## src/rtl/maxpool_relu_3ch_pkg.sv

```systemverilog
// Shared defaults for the layer-1 pooling stage and the signed-max helper.
package maxpool_relu_3ch_pkg;
  localparam int MP_IN_W   = 12;
  localparam int MP_FMAP_W = 24;
  localparam int MP_FMAP_H = 24;

  // Callers sign-extend operands to 32 bits, so the same function serves any IN_W.
  function automatic logic signed [31:0] smax(input logic signed [31:0] a,
                                              input logic signed [31:0] b);
    return (a >= b) ? a : b;
  endfunction
endpackage

```

## src/rtl/maxpool_relu_3ch_pool_lane.sv

```systemverilog
// One channel of 2x2 max pooling: pair register, half-width row buffer, ReLU output register.
module maxpool_relu_3ch_pool_lane
  import maxpool_relu_3ch_pkg::*;
#(
  parameter int IN_W   = MP_IN_W,
  parameter int FMAP_W = MP_FMAP_W,
  parameter int IDX_W  = 4
) (
  input  logic              clk,
  input  logic              rst,
  input  logic              i_en,
  input  logic              i_odd_col,
  input  logic              i_odd_row,
  input  logic [IDX_W-1:0]  i_idx,
  input  logic [IN_W-1:0]   i_din,
  output logic [IN_W-1:0]   o_dout
);
  localparam int DEPTH = FMAP_W / 2;

  logic signed [IN_W-1:0] r_pair;
  logic signed [IN_W-1:0] r_row_buf [DEPTH];
  logic        [IN_W-1:0] r_dout;
  logic signed [IN_W-1:0] w_din, w_h, w_m;

  assign w_din  = $signed(i_din);
  assign w_h    = IN_W'(smax(32'(w_din), 32'(r_pair)));
  assign w_m    = IN_W'(smax(32'(r_row_buf[i_idx]), 32'(w_h)));
  assign o_dout = r_dout;

  always_ff @(posedge clk or negedge rst) begin
    if (!rst) begin
      r_pair <= '0;
      r_dout <= '0;
      for (int i = 0; i < DEPTH; i++) r_row_buf[i] <= '0;
    end else if (i_en) begin
      if (!i_odd_col) begin
        r_pair <= w_din;
      end else if (!i_odd_row) begin
        r_row_buf[i_idx] <= w_h;
      end else begin
        // ReLU on the sign bit of the 2x2 maximum
        r_dout <= w_m[IN_W-1] ? '0 : w_m;
      end
    end
  end
endmodule

```

## src/rtl/maxpool_relu_3ch.sv

```systemverilog
// 2x2 stride-2 max pool + ReLU over three convolution channels in raster order.
module maxpool_relu_3ch
  import maxpool_relu_3ch_pkg::*;
#(
  parameter int IN_W   = MP_IN_W,
  parameter int FMAP_W = MP_FMAP_W,
  parameter int FMAP_H = MP_FMAP_H
) (
  input  logic            clk,
  input  logic            rst,
  input  logic            valid_in,
  input  logic [IN_W-1:0] conv_in_1,
  input  logic [IN_W-1:0] conv_in_2,
  input  logic [IN_W-1:0] conv_in_3,
  output logic [IN_W-1:0] pool_out_1,
  output logic [IN_W-1:0] pool_out_2,
  output logic [IN_W-1:0] pool_out_3,
  output logic            valid_out,
  output logic            frame_done
);
  localparam int NCH   = 3;
  localparam int COL_W = $clog2(FMAP_W);
  localparam int ROW_W = $clog2(FMAP_H);
  localparam int IDX_W = COL_W - 1;

  if ((FMAP_W % 2) != 0 || (FMAP_H % 2) != 0) begin : g_dim_chk
    $error("maxpool_relu_3ch: FMAP_W and FMAP_H must be even");
  end

  logic [COL_W-1:0]          r_col;
  logic [ROW_W-1:0]          r_row;
  logic                      r_valid_out, r_frame_done;
  logic                      w_last_col, w_last_row;
  logic [NCH-1:0][IN_W-1:0]  w_din, w_dout;

  assign w_last_col = (r_col == COL_W'(FMAP_W - 1));
  assign w_last_row = (r_row == ROW_W'(FMAP_H - 1));

  always_ff @(posedge clk or negedge rst) begin
    if (!rst) begin
      r_col        <= '0;
      r_row        <= '0;
      r_valid_out  <= 1'b0;
      r_frame_done <= 1'b0;
    end else begin
      r_valid_out  <= valid_in & r_col[0] & r_row[0];
      r_frame_done <= valid_in & w_last_col & w_last_row;
      if (valid_in) begin
        if (w_last_col) begin
          r_col <= '0;
          r_row <= w_last_row ? '0 : r_row + 1'b1;
        end else begin
          r_col <= r_col + 1'b1;
        end
      end
    end
  end

  assign w_din = {conv_in_3, conv_in_2, conv_in_1};

  for (genvar g = 0; g < NCH; g++) begin : g_lane
    maxpool_relu_3ch_pool_lane #(
      .IN_W   (IN_W),
      .FMAP_W (FMAP_W),
      .IDX_W  (IDX_W)
    ) u_lane (
      .clk       (clk),
      .rst       (rst),
      .i_en      (valid_in),
      .i_odd_col (r_col[0]),
      .i_odd_row (r_row[0]),
      .i_idx     (r_col[COL_W-1:1]),
      .i_din     (w_din[g]),
      .o_dout    (w_dout[g])
    );
  end

  assign pool_out_1 = w_dout[0];
  assign pool_out_2 = w_dout[1];
  assign pool_out_3 = w_dout[2];
  assign valid_out  = r_valid_out;
  assign frame_done = r_frame_done;
endmodule

```

## config.mk

```make
export PLATFORM = sky130hd
export DESIGN_NAME = maxpool_relu_3ch
export DESIGN_NICKNAME = d
export VERILOG_FILES = /design/src/rtl/maxpool_relu_3ch_pkg.sv /design/src/rtl/maxpool_relu_3ch_pool_lane.sv /design/src/rtl/maxpool_relu_3ch.sv
export SDC_FILE = /design/constraint.sdc
export NUM_CORES = 1
export LEC_CHECK = 0
export ABC_AREA = 0
export BUFFER_PORTS_ARGS = -buffer_cell sky130_fd_sc_hd__buf_2
export CAP_MARGIN = 20
export CORE_MARGIN = 10
export CORE_UTILIZATION = 45
export CTS_BUF_LIST = sky130_fd_sc_hd__clkbuf_8
export CTS_CLUSTER_DIAMETER = 30
export DETAILED_ROUTE_END_ITERATION = 8
export GPL_TIMING_DRIVEN = 0
export SYNTH_ARGS = -nofsm -noshare
export SYNTH_HDL_FRONTEND = slang
export SYNTH_SLANG_ARGS = --single-unit
```

## constraint.sdc

```tcl
create_clock -name clk -period 14.65 [get_ports clk]
set_input_delay 0.7325 -clock clk [delete_from_list [all_inputs] [get_ports clk]]
set_output_delay 0.7325 -clock clk [all_outputs]
set_load 0.005 [all_outputs]
```

* Word level (Yosys, flattened, before mapping)
Index checks and enable logic that the tools add are counted.
Word-level totals: bits in registers 516, input port bits 39, output and inout bits 38
Cells by class: add/subtract/negate cells 2, $lt $le $gt $ge 8, equality and inequality tests 2, multiplexer cells 25, bitwise gates (word level) 7, reduce and logical (&&, ||, !) cells 5
Operators with widths (count):
- 144-bit bitwise mux | 3
- 12-bit 2-to-1 mux | 13
- 12-bit binary-select mux with 4-bit select | 3
- 12-bit greater-or-equal comparator | 6
- 12-bit demux with 4-bit select | 1
- 11-bit 2-to-1 mux | 3
- 5-bit by 1-bit adder with 5-bit output, second input constant | 2
- 5-bit == test, second input constant | 2
- 5-bit 2-to-1 mux | 2
- 3-bit AND reduction | 2
- 5-bit greater-or-equal comparator, second input constant | 1
- 5-bit by 1-bit less-than comparator with 1-bit output, second input constant | 1
- 4-bit inverter with 5-bit output | 1
- 1-bit AND | 4
- 2-bit AND reduction | 2
- 1-bit inverter | 2
- 1-bit logical AND | 1

* Depth between registers and ports, before layout
word-level depth 7, gate-level depth with buffers 23, gate-level depth less buffers 21

* Hierarchy
A second synthesis with hierarchy kept.
Unflattened totals: cell total of the unflattened synthesis 2408, area total of the unflattened synthesis 24837.6 µm²
By module, submodules not included:
- maxpool_relu_3ch_pool_lane (g_lane[0].u_lane) | instances 1, cells an instance 796, area each 8140.3 µm², sequential area each 4179.0 µm²
- maxpool_relu_3ch_pool_lane (g_lane[1].u_lane) | instances 1, cells an instance 781, area each 8075.2 µm², sequential area each 4179.0 µm²
- maxpool_relu_3ch_pool_lane (g_lane[2].u_lane) | instances 1, cells an instance 780, area each 8050.2 µm², sequential area each 4179.0 µm²
- maxpool_relu_3ch | instances 1, cells an instance 51, area each 571.8 µm², sequential area each 300.3 µm²

* Least setup slack after synthesis
No wires, ideal clock.
path type input-to-reg, start point input conv_in_1[0], end point register g_lane[0].u_lane.r_dout[0], setup time 0.122 ns, data arrival time 4.998 ns, data required time 14.528 ns, setup slack 9.531 ns, stages on the path 23, buffers on the path 3, cells stage by stage inv_1 -> ha_1 -> nand2b_1 -> a21o_1 -> a21oi_1 -> o211ai_1 -> a21oi_1 -> o2bb2ai_1 -> clkbuf_1 -> mux2i_1 -> clkbuf_1 -> inv_1 -> ha_1 -> nand2b_1 -> a21o_1 -> a211oi_1 -> o21ai_0 -> o21ba_2 -> o21ai_0 -> nor3_1 -> a31o_2 -> clkbuf_1 -> a32o_1
Between the ends: longest elaborated chain between the ends 5
Ends and longest elaborated chain:
- start, declared | line maxpool_relu_3ch.sv:12 | input logic [IN_W-1:0] conv_in_1,
- 12-bit greater-or-equal comparator | line maxpool_relu_3ch_pkg.sv:10 | return (a >= b) ? a : b;
- 12-bit 2-to-1 mux (*) | line maxpool_relu_3ch_pkg.sv:10
- via g_lane[0].u_lane.w_h[0] | line maxpool_relu_3ch_pool_lane.sv:23 | logic signed [IN_W-1:0] w_din, w_h, w_m;
- 12-bit greater-or-equal comparator | line maxpool_relu_3ch_pkg.sv:10
- 12-bit 2-to-1 mux (*) | line maxpool_relu_3ch_pkg.sv:10
- 11-bit 2-to-1 mux (*) | line maxpool_relu_3ch_pool_lane.sv:42 | r_dout <= w_m[IN_W-1] ? '0 : w_m;
- end signal, assigned | line maxpool_relu_3ch_pool_lane.sv:42
- end, declared | line maxpool_relu_3ch_pool_lane.sv:22 | logic [IN_W-1:0] r_dout;
Mark *: on every way through the listed nets, which the timed path passes. The rest lies on a longest branch. A chain may end at the register's enable or synchronous reset.

* Final worst setup path
start point register r_col[2], end point register g_lane[2].u_lane.r_dout[5]
Between the ends: longest elaborated chain between the ends 7
Ends and longest elaborated chain:
- start, declared | line maxpool_relu_3ch.sv:30 | logic [COL_W-1:0] r_col;
- start signal, assigned | line maxpool_relu_3ch.sv:53 | r_col <= r_col + 1'b1;
- 4-bit inverter with 5-bit output (not written as such) (*) | line maxpool_relu_3ch_pool_lane.sv:27 | assign w_m = IN_W'(smax(32'(r_row_buf[i_idx]), 32'(w_h)));
- 12-bit binary-select mux with 4-bit select (*) | line maxpool_relu_3ch_pool_lane.sv:27
- 12-bit 2-to-1 mux (not written as such) (*) (2 in series) | line maxpool_relu_3ch_pool_lane.sv:27
- 12-bit greater-or-equal comparator | line maxpool_relu_3ch_pkg.sv:10
- 12-bit 2-to-1 mux (*) | line maxpool_relu_3ch_pkg.sv:10
- 11-bit 2-to-1 mux (*) | line maxpool_relu_3ch_pool_lane.sv:42
- end signal, assigned | line maxpool_relu_3ch_pool_lane.sv:42
- end, declared | line maxpool_relu_3ch_pool_lane.sv:22
Mark *: on every way between the ends. The rest lies on a longest branch, timed or not. The select of a mux whose other input is x is not followed.

==> results.toml <==
[detailed_routing]
postRouteAntennaNets = 0
drtIter0Drc = 1735
remaining_drc_errors = 0
vias = 19300
wl_um = 75800
vias_per_cell = 5.85
dr.pass1.iters = 5
wl_per_cell_um = 23.0

[synthesis]
syn_inst = 2307
synthTopCellsByArea = "dfrtp_1, mux4_2, a21oi_1, o21ai_0, nor2_1"
synthArstFlopShare = 1.00
ys.warnings.count = 0
synth_enable_flop_cells = 0
yosys_register_bits = 513
synth_cell_types = 55
synth_seq_area_share = 0.535
yosysMostFrequentCell = "dfrtp_1"
synth_top_area_cell = "dfrtp_1"
synth_ff_type = "dfrtp_1"
yosysTopAreaCellShare = 0.535
syn-cell-area_sq_um = 24000
synth.avg_cell_area_sq_um = 10.4
yosys-top-cells-count = "dfrtp_1, a21oi_1, nor2_1"

[finish]
syn2layout_area_growth_pct = 17.7
fillers = 4613
drive_gt1_frac = 0.164
n_antenna_cell = 0
nets = 2621

[worst_hold_path]
min_path_type = "primary input to async pin"

[floorplan]
core.rowCount = 84
die-area_sq_um = 63000
io_pins = 77
die_width_um = 251
core_area_sq_um = 52700
start_util = 0.456
dieHeight_um = 251

[sta]
slew_headroom = 0.201
tightest_slew_ps = 1200
drv_slew = 0
fin_tns_setup_ps = 0
rsz0062_at_grt = "false"
min_period_ps = 6540
setup_viol = 0
fmax_mhz = 153
finalHoldViolCount = 0
period_share = 0.446
skew_ps = 42.5

[grt]
grt.total_usage = 0.238
grt_pass1_wl_um = 116000
grt_antenna_before_repair = 0
grt_max_degree = 123
first_global_vias = 19500
grt-ovfl-total = 0

[cts]
worst_skew_pair.late_latency_ps = 740
cts_hold_buf = 0
cts-resized-gates = 0
cts_buffers = 117
clkTransAtPathRegs_ps = 50
clock_path_buffers = 3
cts-root-buf = "clkbuf_8"
cts_tree = "yes"
post-cts-setup-buffers = 0
clock-sinks = 513
cts-htree-levels = 3

[worst_setup_path]
critPathCaptureType = "register"
cp_cell_sequence = "clkbuf_1 > clkbuf_1 > clkbuf_1 > clkbuf_1 > mux4_2 > a21oi_1 > ha_1 > nand2b_1 > a21o_1 > a21o_1 > a21oi_1 > o22ai_1 > o41ai_1 > nor2_1 > a311oi_1 > clkbuf_1 > a31o_2"
crit_type = "register to register"
cp.arrival_ps = 7200
worstSetupStartpointType = "register"
critPathMaxStageDelay_ps = 750
slowest_stage = "clkbuf_1"
cp.required_ps = 15310
crit_fanout = 10
cpMostUsedCell = "clkbuf_1"

[place]
gp_congestion = 0.890
io_buffers = 73
dp_hpwl_um = 54400

[run]
maxCapViolations = 0

[power]
power_density_nw_per_um2 = 252
irDropWorstVdd_mv = 0.122
total_power_mw = 7.12
power_leakage_nw = 13.0

[status]
status = "complete, no violations"
## report_power, final
| group | switching (mW) | internal, mW |
|---|---|---|
| sequential | 0.287 | 1.96 |
| clock | 0.710 | 1.24 |
| combinational | 1.81 | 1.11 |
| total | 2.81 | 4.31 |
## final timing paths
| check | startpoint | cells after the start | slack, ps | to |
|---|---|---|---|---|
| max | r_col[2]$_DFFE_PN0P_ | 17 | 8110 | g_lane[2].u_lane.o_dout[5]$_DFFE_PN0P_ |
| min | rst | 1 | 40 | g_lane[0].u_lane.r_row_buf[137]$_DFFE_PN0P_ |
| max reg2reg | r_col[2]$_DFFE_PN0P_ | 17 | 8110 | g_lane[2].u_lane.o_dout[5]$_DFFE_PN0P_ |
| min reg2reg | g_lane[0].u_lane.r_row_buf[39]$_DFFE_PN0P_ | 2 | 480 | g_lane[0].u_lane.r_row_buf[39]$_DFFE_PN0P_ |
| max in group asynchronous | rst | 3 | 13070 | g_lane[1].u_lane.r_pair[7]$_DFFE_PN0P_ |
| min in group clk | conv_in_3[1] | 3 | 250 | g_lane[2].u_lane.r_pair[1]$_DFFE_PN0P_ |
## logic make-up (layout without fill, tap and decap cells)
logic type / count (synthesis) / after routing / share of synthesized area
compound gates: 636 / 636 / 0.148
xor+xnor: 3 / 3 / 0.00109
fa+ha+maj: 73 / 73 / 0.0380
buf+inv: 260 / 560 / 0.0418
flops: 513 / 513 / 0.535
mux: 182 / 182 / 0.129
other cells: 1 / 3 / 0.000156
simple gates: 639 / 639 / 0.108
## sequential cells by signal, summed over array words and instances (netlist names)
| name | count |
|---|---|
| r_col | 5 |
| g_lane.u_lane.r_row_buf | 432 |
| g_lane.u_lane.o_dout | 33 |
| r_row | 5 |
| valid_out | 1 |
| g_lane.u_lane.r_pair | 36 |
| frame_done | 1 |
## worst max-delay path: cells and delay by family, from the launching register on
| kind | cells | cell delay (ps) |
|---|---|---|
| DFF | 1 | 310 |
| adders and majority gates | 1 | 300 |
| AOI/OAI and AO/OA | 8 | 2080 |
| buffers and inverters | 5 | 3070 |
| muxes | 1 | 430 |
| and+or+nand+nor | 2 | 280 |
## cells in the final DEF (no fill, tap or decap), drive strengths merged, types with 3 or more instances in the layout
master      n
dfrtp     513
clkbuf    305
a21oi     294
nor2      292
nand2     270
o21ai     243
buf       105
inv       101
mux4       99
ha         73
mux2i      59
mux2       24
clkinv     22
a32o       21
bufinv     21
nand2b     18
nand3      18
o2bb2ai    12
o221ai     12
a31o       12
a21o        9
o22a        9
nor2b       7
clkinvlp    6
nor4        5
o211ai      4
nand4       4
nor3        4
and3        3
o21bai      3
and4        3
xnor2       3
o22ai       3
and2        3
or4         3
conb        3
## stage by stage
| stage | utilization | setup slack (ps) | instances | hold slack [ps] | instance area, sq um |
|---|---|---|---|---|---|
| finish | 0.537 | 8110 | 3297 | 37.6 | 28300 |
| global route | 0.537 | 7890 | 3297 | 79.2 | 28300 |
| CTS | 0.536 | 8180 | 3295 | 28.1 | 28200 |
| detailed placement | 0.482 | 8150 | 3076 | 468 | 25400 |
| global placement | 0.479 | 2420 | 3070 | 457 | 25200 |
| floorplan | - | 9530 | 2309 | 437 | 24000 |
## cell type report
| class | instances | area (sq um) | area share |
|---|---|---|---|
| well taps | 688 | 861 | 0.0304 |
| multi-input cells | 1536 | 10200 | 0.360 |
| plain buffers | 190 | 741 | 0.0262 |
| repair buffers | 81 | 522 | 0.0185 |
| inverters | 70 | 263 | 0.00929 |
| clock inverters | 80 | 955 | 0.0338 |
| flip-flops and latches | 513 | 12800 | 0.454 |
| clock buffers | 139 | 1910 | 0.0677 |
## layer usage
metal	GRT usage	vias up	wire, um
li1	-	8525	-
met1	0.304	9807	30800
met2	0.379	786	35900
met3	0.0540	157	5990
met4	0.112	0	3070
met5	0	-	0
(Power assumes the default switching activity.)
